**config.mk**
```make
export PLATFORM = sky130hd
export DESIGN_NAME = fifo_mac_reader_flat
export DESIGN_NICKNAME = d
export VERILOG_FILES = /design/src/rtl/fifo_mac_reader_if.sv /design/src/rtl/fifo_mac_reader.sv /design/src/flat_wrapper.sv
export SDC_FILE = /design/constraint.sdc
export NUM_CORES = 2
export LEC_CHECK = 0
export BUFFER_PORTS_ARGS = -buffer_cell sky130_fd_sc_hd__buf_4
export CORE_MARGIN = 3
export CORE_UTILIZATION = 60
export CTS_CLUSTER_SIZE = 28
export DETAILED_ROUTE_END_ITERATION = 10
export PLACE_DENSITY_LB_ADDON = 0.3
export SLEW_MARGIN = 25
export SYNTH_ARGS = -nofsm -noshare
export SYNTH_HDL_FRONTEND = slang
export SYNTH_SLANG_ARGS = --single-unit
```
**constraint.sdc**
```tcl
create_clock -name clk_out -period 7.25 [get_ports clk_out]
set_input_delay 1.45 -clock clk_out [delete_from_list [all_inputs] [get_ports clk_out]]
set_output_delay 1.45 -clock clk_out [all_outputs]
set_load 0.02 [all_outputs]
```
**src/rtl/fifo_mac_reader_if.sv**
```systemverilog
// fifo_mac_reader_if: FIFO read port and block-result valid/ready port.
// slave: reader side (n_empty, Dout, out_ready in; RE, acc_out, out_valid, ovf, busy out).
interface fifo_mac_reader_if #(
  parameter int ACC_W = 40
);
  logic             n_empty;
  logic [63:0]      Dout;
  logic             RE;
  logic [ACC_W-1:0] acc_out;
  logic             out_valid;
  logic             out_ready;
  logic             ovf;
  logic             busy;

  modport slave (
    input  n_empty, Dout, out_ready,
    output RE, acc_out, out_valid, ovf, busy
  );

  modport master (
    output n_empty, Dout, out_ready,
    input  RE, acc_out, out_valid, ovf, busy
  );
endinterface

```
**src/rtl/fifo_mac_reader.sv**
```systemverilog
// fifo_mac_reader: pops 64-bit FIFO words, accumulates L0*L1+L2*L3 per block.
// Ports: clk_out, rst_n (sync, active-low), bus (fifo_mac_reader_if.slave).
module fifo_mac_reader #(
  parameter int BLOCK_LEN = 8,
  parameter int ACC_W     = 40
) (
  input  logic             clk_out,
  input  logic             rst_n,
  fifo_mac_reader_if.slave bus
);

  typedef enum logic [1:0] {
    RUN   = 2'd0,
    DRAIN = 2'd1,
    OUT   = 2'd2
  } state_t;

  localparam logic [7:0] LEN  = 8'(BLOCK_LEN);
  localparam logic [7:0] LAST = 8'(BLOCK_LEN - 1);

  state_t r_state;
  state_t w_state_nx;

  logic [7:0] r_issued;
  logic [7:0] w_issued_nx;

  logic r_v0;
  logic r_v1;
  logic r_v2;

  logic [63:0]        r_d1;
  logic signed [31:0] r_p0;
  logic signed [31:0] r_p1;

  logic signed [ACC_W-1:0] r_acc;
  logic signed [ACC_W-1:0] w_acc_nx;
  logic                    r_ovf;
  logic                    w_ovf_nx;

  logic w_re;
  logic w_last;
  logic w_done;
  logic w_accept;

  logic signed [15:0] w_l0;
  logic signed [15:0] w_l1;
  logic signed [15:0] w_l2;
  logic signed [15:0] w_l3;

  logic signed [32:0]      w_word;
  logic signed [ACC_W-1:0] w_wext;
  logic signed [ACC_W-1:0] w_sum;
  logic                    w_add_ovf;

  assign w_re = rst_n & bus.n_empty
              & (r_state == RUN)
              & (r_issued < LEN);

  assign w_last   = w_re & (r_issued == LAST);
  // No reads happen in DRAIN, so the pipe is empty
  // once the oldest stage holds the only word left.
  assign w_done   = r_v2 & ~r_v1 & ~r_v0;
  assign w_accept = (r_state == OUT) & bus.out_ready;

  assign w_l0 = r_d1[15:0];
  assign w_l1 = r_d1[31:16];
  assign w_l2 = r_d1[47:32];
  assign w_l3 = r_d1[63:48];

  assign w_word = 33'(r_p0) + 33'(r_p1);
  assign w_wext = ACC_W'(w_word);
  assign w_sum  = r_acc + w_wext;

  assign w_add_ovf =
    (r_acc[ACC_W-1] == w_wext[ACC_W-1]) &
    (w_sum[ACC_W-1] != r_acc[ACC_W-1]);

  always_comb begin
    w_state_nx  = r_state;
    w_issued_nx = r_issued;
    unique case (r_state)
      RUN: begin
        if (w_re)   w_issued_nx = r_issued + 8'd1;
        if (w_last) w_state_nx  = DRAIN;
      end
      DRAIN: begin
        if (w_done) w_state_nx = OUT;
      end
      OUT: begin
        if (bus.out_ready) begin
          w_state_nx  = RUN;
          w_issued_nx = '0;
        end
      end
      default: w_state_nx = RUN;
    endcase
  end

  always_comb begin
    w_acc_nx = r_acc;
    w_ovf_nx = r_ovf;
    if (w_accept) begin
      w_acc_nx = '0;
      w_ovf_nx = 1'b0;
    end else if (r_v2) begin
      w_acc_nx = w_sum;
      w_ovf_nx = r_ovf | w_add_ovf;
    end
  end

  always_ff @(posedge clk_out) begin
    if (!rst_n) begin
      r_state  <= RUN;
      r_issued <= '0;
      r_v0     <= 1'b0;
      r_v1     <= 1'b0;
      r_v2     <= 1'b0;
      r_acc    <= '0;
      r_ovf    <= 1'b0;
    end else begin
      r_state  <= w_state_nx;
      r_issued <= w_issued_nx;
      r_v0     <= w_re;
      r_v1     <= r_v0;
      r_v2     <= r_v1;
      r_acc    <= w_acc_nx;
      r_ovf    <= w_ovf_nx;
    end
  end

  // Data stages are qualified by the valid bits,
  // so they need no reset.
  always_ff @(posedge clk_out) begin
    if (r_v0) r_d1 <= bus.Dout;
    if (r_v1) begin
      r_p0 <= 32'(w_l0) * 32'(w_l1);
      r_p1 <= 32'(w_l2) * 32'(w_l3);
    end
  end

  assign bus.RE        = w_re;
  assign bus.acc_out   = r_acc;
  assign bus.out_valid = (r_state == OUT);
  assign bus.ovf       = r_ovf;
  assign bus.busy      = rst_n & (r_state != OUT);

endmodule

```
**src/flat_wrapper.sv**
```systemverilog
// flat-port wrapper written by rule: the top's interface ports become plain ports
module fifo_mac_reader_flat 
#(
  parameter int BLOCK_LEN = 8,
  parameter int ACC_W     = 40
)
  (clk_out, rst_n, bus_n_empty, bus_Dout, bus_out_ready, bus_RE, bus_acc_out, bus_out_valid, bus_ovf, bus_busy);
  fifo_mac_reader_if #(.ACC_W(ACC_W)) bus_i ();
  input  logic clk_out;
  input  logic rst_n;
  input wire logic [$bits(bus_i.n_empty)-1:0] bus_n_empty;
  input wire logic [$bits(bus_i.Dout)-1:0] bus_Dout;
  input wire logic [$bits(bus_i.out_ready)-1:0] bus_out_ready;
  output wire logic [$bits(bus_i.RE)-1:0] bus_RE;
  output wire logic [$bits(bus_i.acc_out)-1:0] bus_acc_out;
  output wire logic [$bits(bus_i.out_valid)-1:0] bus_out_valid;
  output wire logic [$bits(bus_i.ovf)-1:0] bus_ovf;
  output wire logic [$bits(bus_i.busy)-1:0] bus_busy;
  assign bus_i.n_empty = bus_n_empty;
  assign bus_i.Dout = bus_Dout;
  assign bus_i.out_ready = bus_out_ready;
  assign bus_RE = bus_i.RE;
  assign bus_acc_out = bus_i.acc_out;
  assign bus_out_valid = bus_i.out_valid;
  assign bus_ovf = bus_i.ovf;
  assign bus_busy = bus_i.busy;
  fifo_mac_reader #(.BLOCK_LEN(BLOCK_LEN), .ACC_W(ACC_W)) u_core (.clk_out(clk_out), .rst_n(rst_n), .bus(bus_i));
endmodule
```
==> flow_metrics.py <==
metrics = {
    "floorplanning": {
        "io_pins": 112,
        "initial_core_util_pct": 61.3,
        "core_mm2": 0.0471,
        "die_y_um": 225,
        "die_w_um": 225,
        "dieArea_mm2": 0.0507,
        "rows": 79,
    },
    "critical_path": {
        "worst-setup-path-type": "reg2reg",
        "cp.arrival_ns": 7.15,
        "reg2reg_slack_ns": 0.36,
        "cp.required_ns": 7.51,
        "end_kind": "flop",
        "startpoint_type": "flop",
        "worst-path-max-fanout": 12,
    },
    "yosys": {
        "ys_ff_latch": 182,
        "synth_edf_count": 128,
        "syn_inst": 2973,
        "syn_avg_cell_area_um2": 9.70,
        "yosysSeqAreaShare_pct": 17.1,
        "synth.net_count": 3803,
        "synth_common_cells": "inv_1 (614), fa_1 (526), nand2_1 (289)",
        "yosysWarnings": 0,
        "synth.distinct_cells": 65,
        "synth_area_leaders": "fa_1 (37%), edfxtp_1 (13%), ha_1 (10%)",
        "synth_most_common_cell": "inv_1",
        "syn_area_mm2": 0.0288,
        "synth_top_flop_cell": "edfxtp_1",
        "yosysTopAreaCell": "fa_1",
        "yosysTopAreaCellShare_pct": 36.5,
        "async_reset_ff_share_pct": 0,
    },
    "final_layout": {
        "seq_area_mm2": 0.00493,
        "fill_cells": 3682,
        "drive_gt1_share_pct": 6.36,
        "area.growth.synth_to_final_pct": 7.41,
        "utilization_pct": 65.8,
        "finalInstanceArea_mm2": 0.0310,
        "final_net_count": 3884,
        "multi_input_area_mm2": 0.0213,
        "antenna_cells": 0,
    },
    "global_route": {
        "antenna_found_initial": 2,
        "overflow": 0,
        "grt_pass1_vias": 22700,
        "grt_pass1_wl_um": 109000,
        "grt_max_degree": 67,
        "track_usage_pct": 27.2,
    },
    "cts": {
        "cts_tree": "built",
        "clock_latency_ns": 0.50,
        "ctsHoldBuffers": 0,
        "cts_buffer_depth": 2,
        "numCtsBuffers": 17,
        "htree_levels": 4,
        "cts.clk_slew.worst_paths_ns": 0.08,
        "cts.sinks": 182,
        "cts_root_buffer": "clkbuf_16",
    },
    "timing": {
        "hold_ws_ns": 0.457,
        "hold_viol_final": 0,
        "setup_tns_ns": 0,
        "maxSlewHeadroom_pct": 40.4,
        "rsz0062_at_grt": "false",
        "finalCritPeriodShare_pct": 95.1,
        "layout_min_cycle_time_ns": 6.89,
        "worst_pin_slew_ns": 0.894,
        "max_clock_freq_ghz": 0.145,
        "drv_slew": 0,
        "setup_violations": 0,
        "fin_skew_ns": 0.0154,
    },
    "placement": {
        "dpl.hpwl_um": 53300,
        "port_buffers": 111,
        "place_congestion": 0.919,
        "placed_area_mm2": 0.0304,
    },
    "routing": {
        "dr.first_iter.drc_count": 1351,
        "via_per_inst": 5.68,
        "vias": 20900,
        "routed_wl_um": 64400,
        "ant_nets": 0,
        "wl_per_cell_um": 17.5,
        "drc": 0,
        "dr.pass1.iters": 6,
    },
    "worst_hold_path": {
        "min_path_type": "reg2reg",
    },
    "run": {
        "drv_cap": 0,
    },
    "outcome": {
        "run_status": "finished, final reports clean",
    },
}
[worst max-delay path: stages (launching register included)]
cell and delay (ns):
edfxtp_1 0.62, buf_4 0.26, and2_1 0.16, fa_1 0.48, inv_1 0.05, fa_1 0.47, fa_1 0.52, inv_1 0.05
fa_1 0.49, fa_1 0.49, inv_1 0.05, fa_1 0.47, inv_1 0.04, ha_1 0.32, o21ai_0 0.22, a21oi_1 0.10
a221oi_1 0.34, a21boi_0 0.29, a31o_2 0.36, a2111oi_1 0.47, o21bai_1 0.14, a21oi_1 0.19, xnor2_1 0.08
[what timing repair did]
item / in CTS / in global routing
buffers inserted: 0 / 2
hold endpoints to repair: 0 / 0
endpoints found under the setup margin: 0 / 1
gates resized for setup: 0 / 1
[area by class of cell]
type	count	share of cell area, %
inverters	614	7.44
well taps	607	2.45
clock buffers	21	1.52
repair buffers	144	3.61
multi-input cells	2095	68.8
flip-flops and latches	182	15.9
clock inverters	11	0.279
[path summary, 6_finish.rpt]
| path | from | end | depth (start not counted) |
|---|---|---|---|
| hold reg to reg | u_core.bus.ovf$_SDFFE_PP0P_ | u_core.bus.ovf$_SDFFE_PP0P_ | 2 |
| setup reg to reg | u_core.r_d1[40]$_DFFE_PP_ | u_core.r_p1[30]$_DFFE_PP_ | 22 |
| hold / removal | u_core.bus.ovf$_SDFFE_PP0P_ | u_core.bus.ovf$_SDFFE_PP0P_ | 2 |
| setup / recovery | u_core.r_d1[40]$_DFFE_PP_ | u_core.r_p1[30]$_DFFE_PP_ | 22 |
[per-stage QoR]
stage | setup slack [ns] | std cells
after floorplan | 0.950 | 2973
after global placement | 0.462 | 3638
after detailed placement | 0.328 | 3638
after CTS | 0.315 | 3670
after global routing | 0.0463 | 3674
final | 0.357 | 3674
[registers in the layout, indices dropped and copies added (netlist names), 2 cells and up]
| signal | cells |
|---|---|
| u_core.r_issued | 8 |
| u_core.r_p1 | 32 |
| u_core.r_state | 2 |
| u_core.r_p0 | 32 |
| u_core.r_d1 | 64 |
| u_core.bus.acc_out | 40 |
[metal layers]
metal	global-route usage (%)	up-vias	wire (um)
met5	0	-	26
met3	5.01	144	3780
li1	-	9488	-
met2	46.7	628	32400
met4	10.2	4	2160
met1	34.7	10600	26000
[placed cells by master, fill, tap and decap left out, types with 16 or more instances in the layout]
cell,synthesis,layout
mux2i_1,25,25
a211oi_1,21,21
nand3_1,23,23
nand2b_1,19,19
a21o_1,67,67
and3_1,18,18
nand2_1,289,288
nor3_1,16,16
buf_4,0,141
nor2b_1,20,20
o21ai_0,73,73
xnor2_1,87,87
fa_1,526,526
xor2_1,39,39
dfxtp_1,54,51
ha_1,236,236
clkbuf_16,0,18
edfxtp_1,128,128
inv_1,614,614
nor2_1,106,106
and2_1,259,259
a21oi_1,115,115
[logic make-up (layout without fill, tap and decap cells)]
kind of cell,after synthesis,in the layout,share of synthesized area (%)
AO/OA/AOI/OAI,391,391,8.77
XOR/XNOR,126,126,3.83
adder cells (fa/ha/maj),762,762,46.7
buffers and inverters,696,790,9.06
flip-flops,182,182,17.1
multiplexers,25,25,0.868
AND/OR/NAND/NOR,791,791,13.7
Power is not shown: default switching activity piles up to over one toggle a cycle in this logic, so the estimate is an artifact.
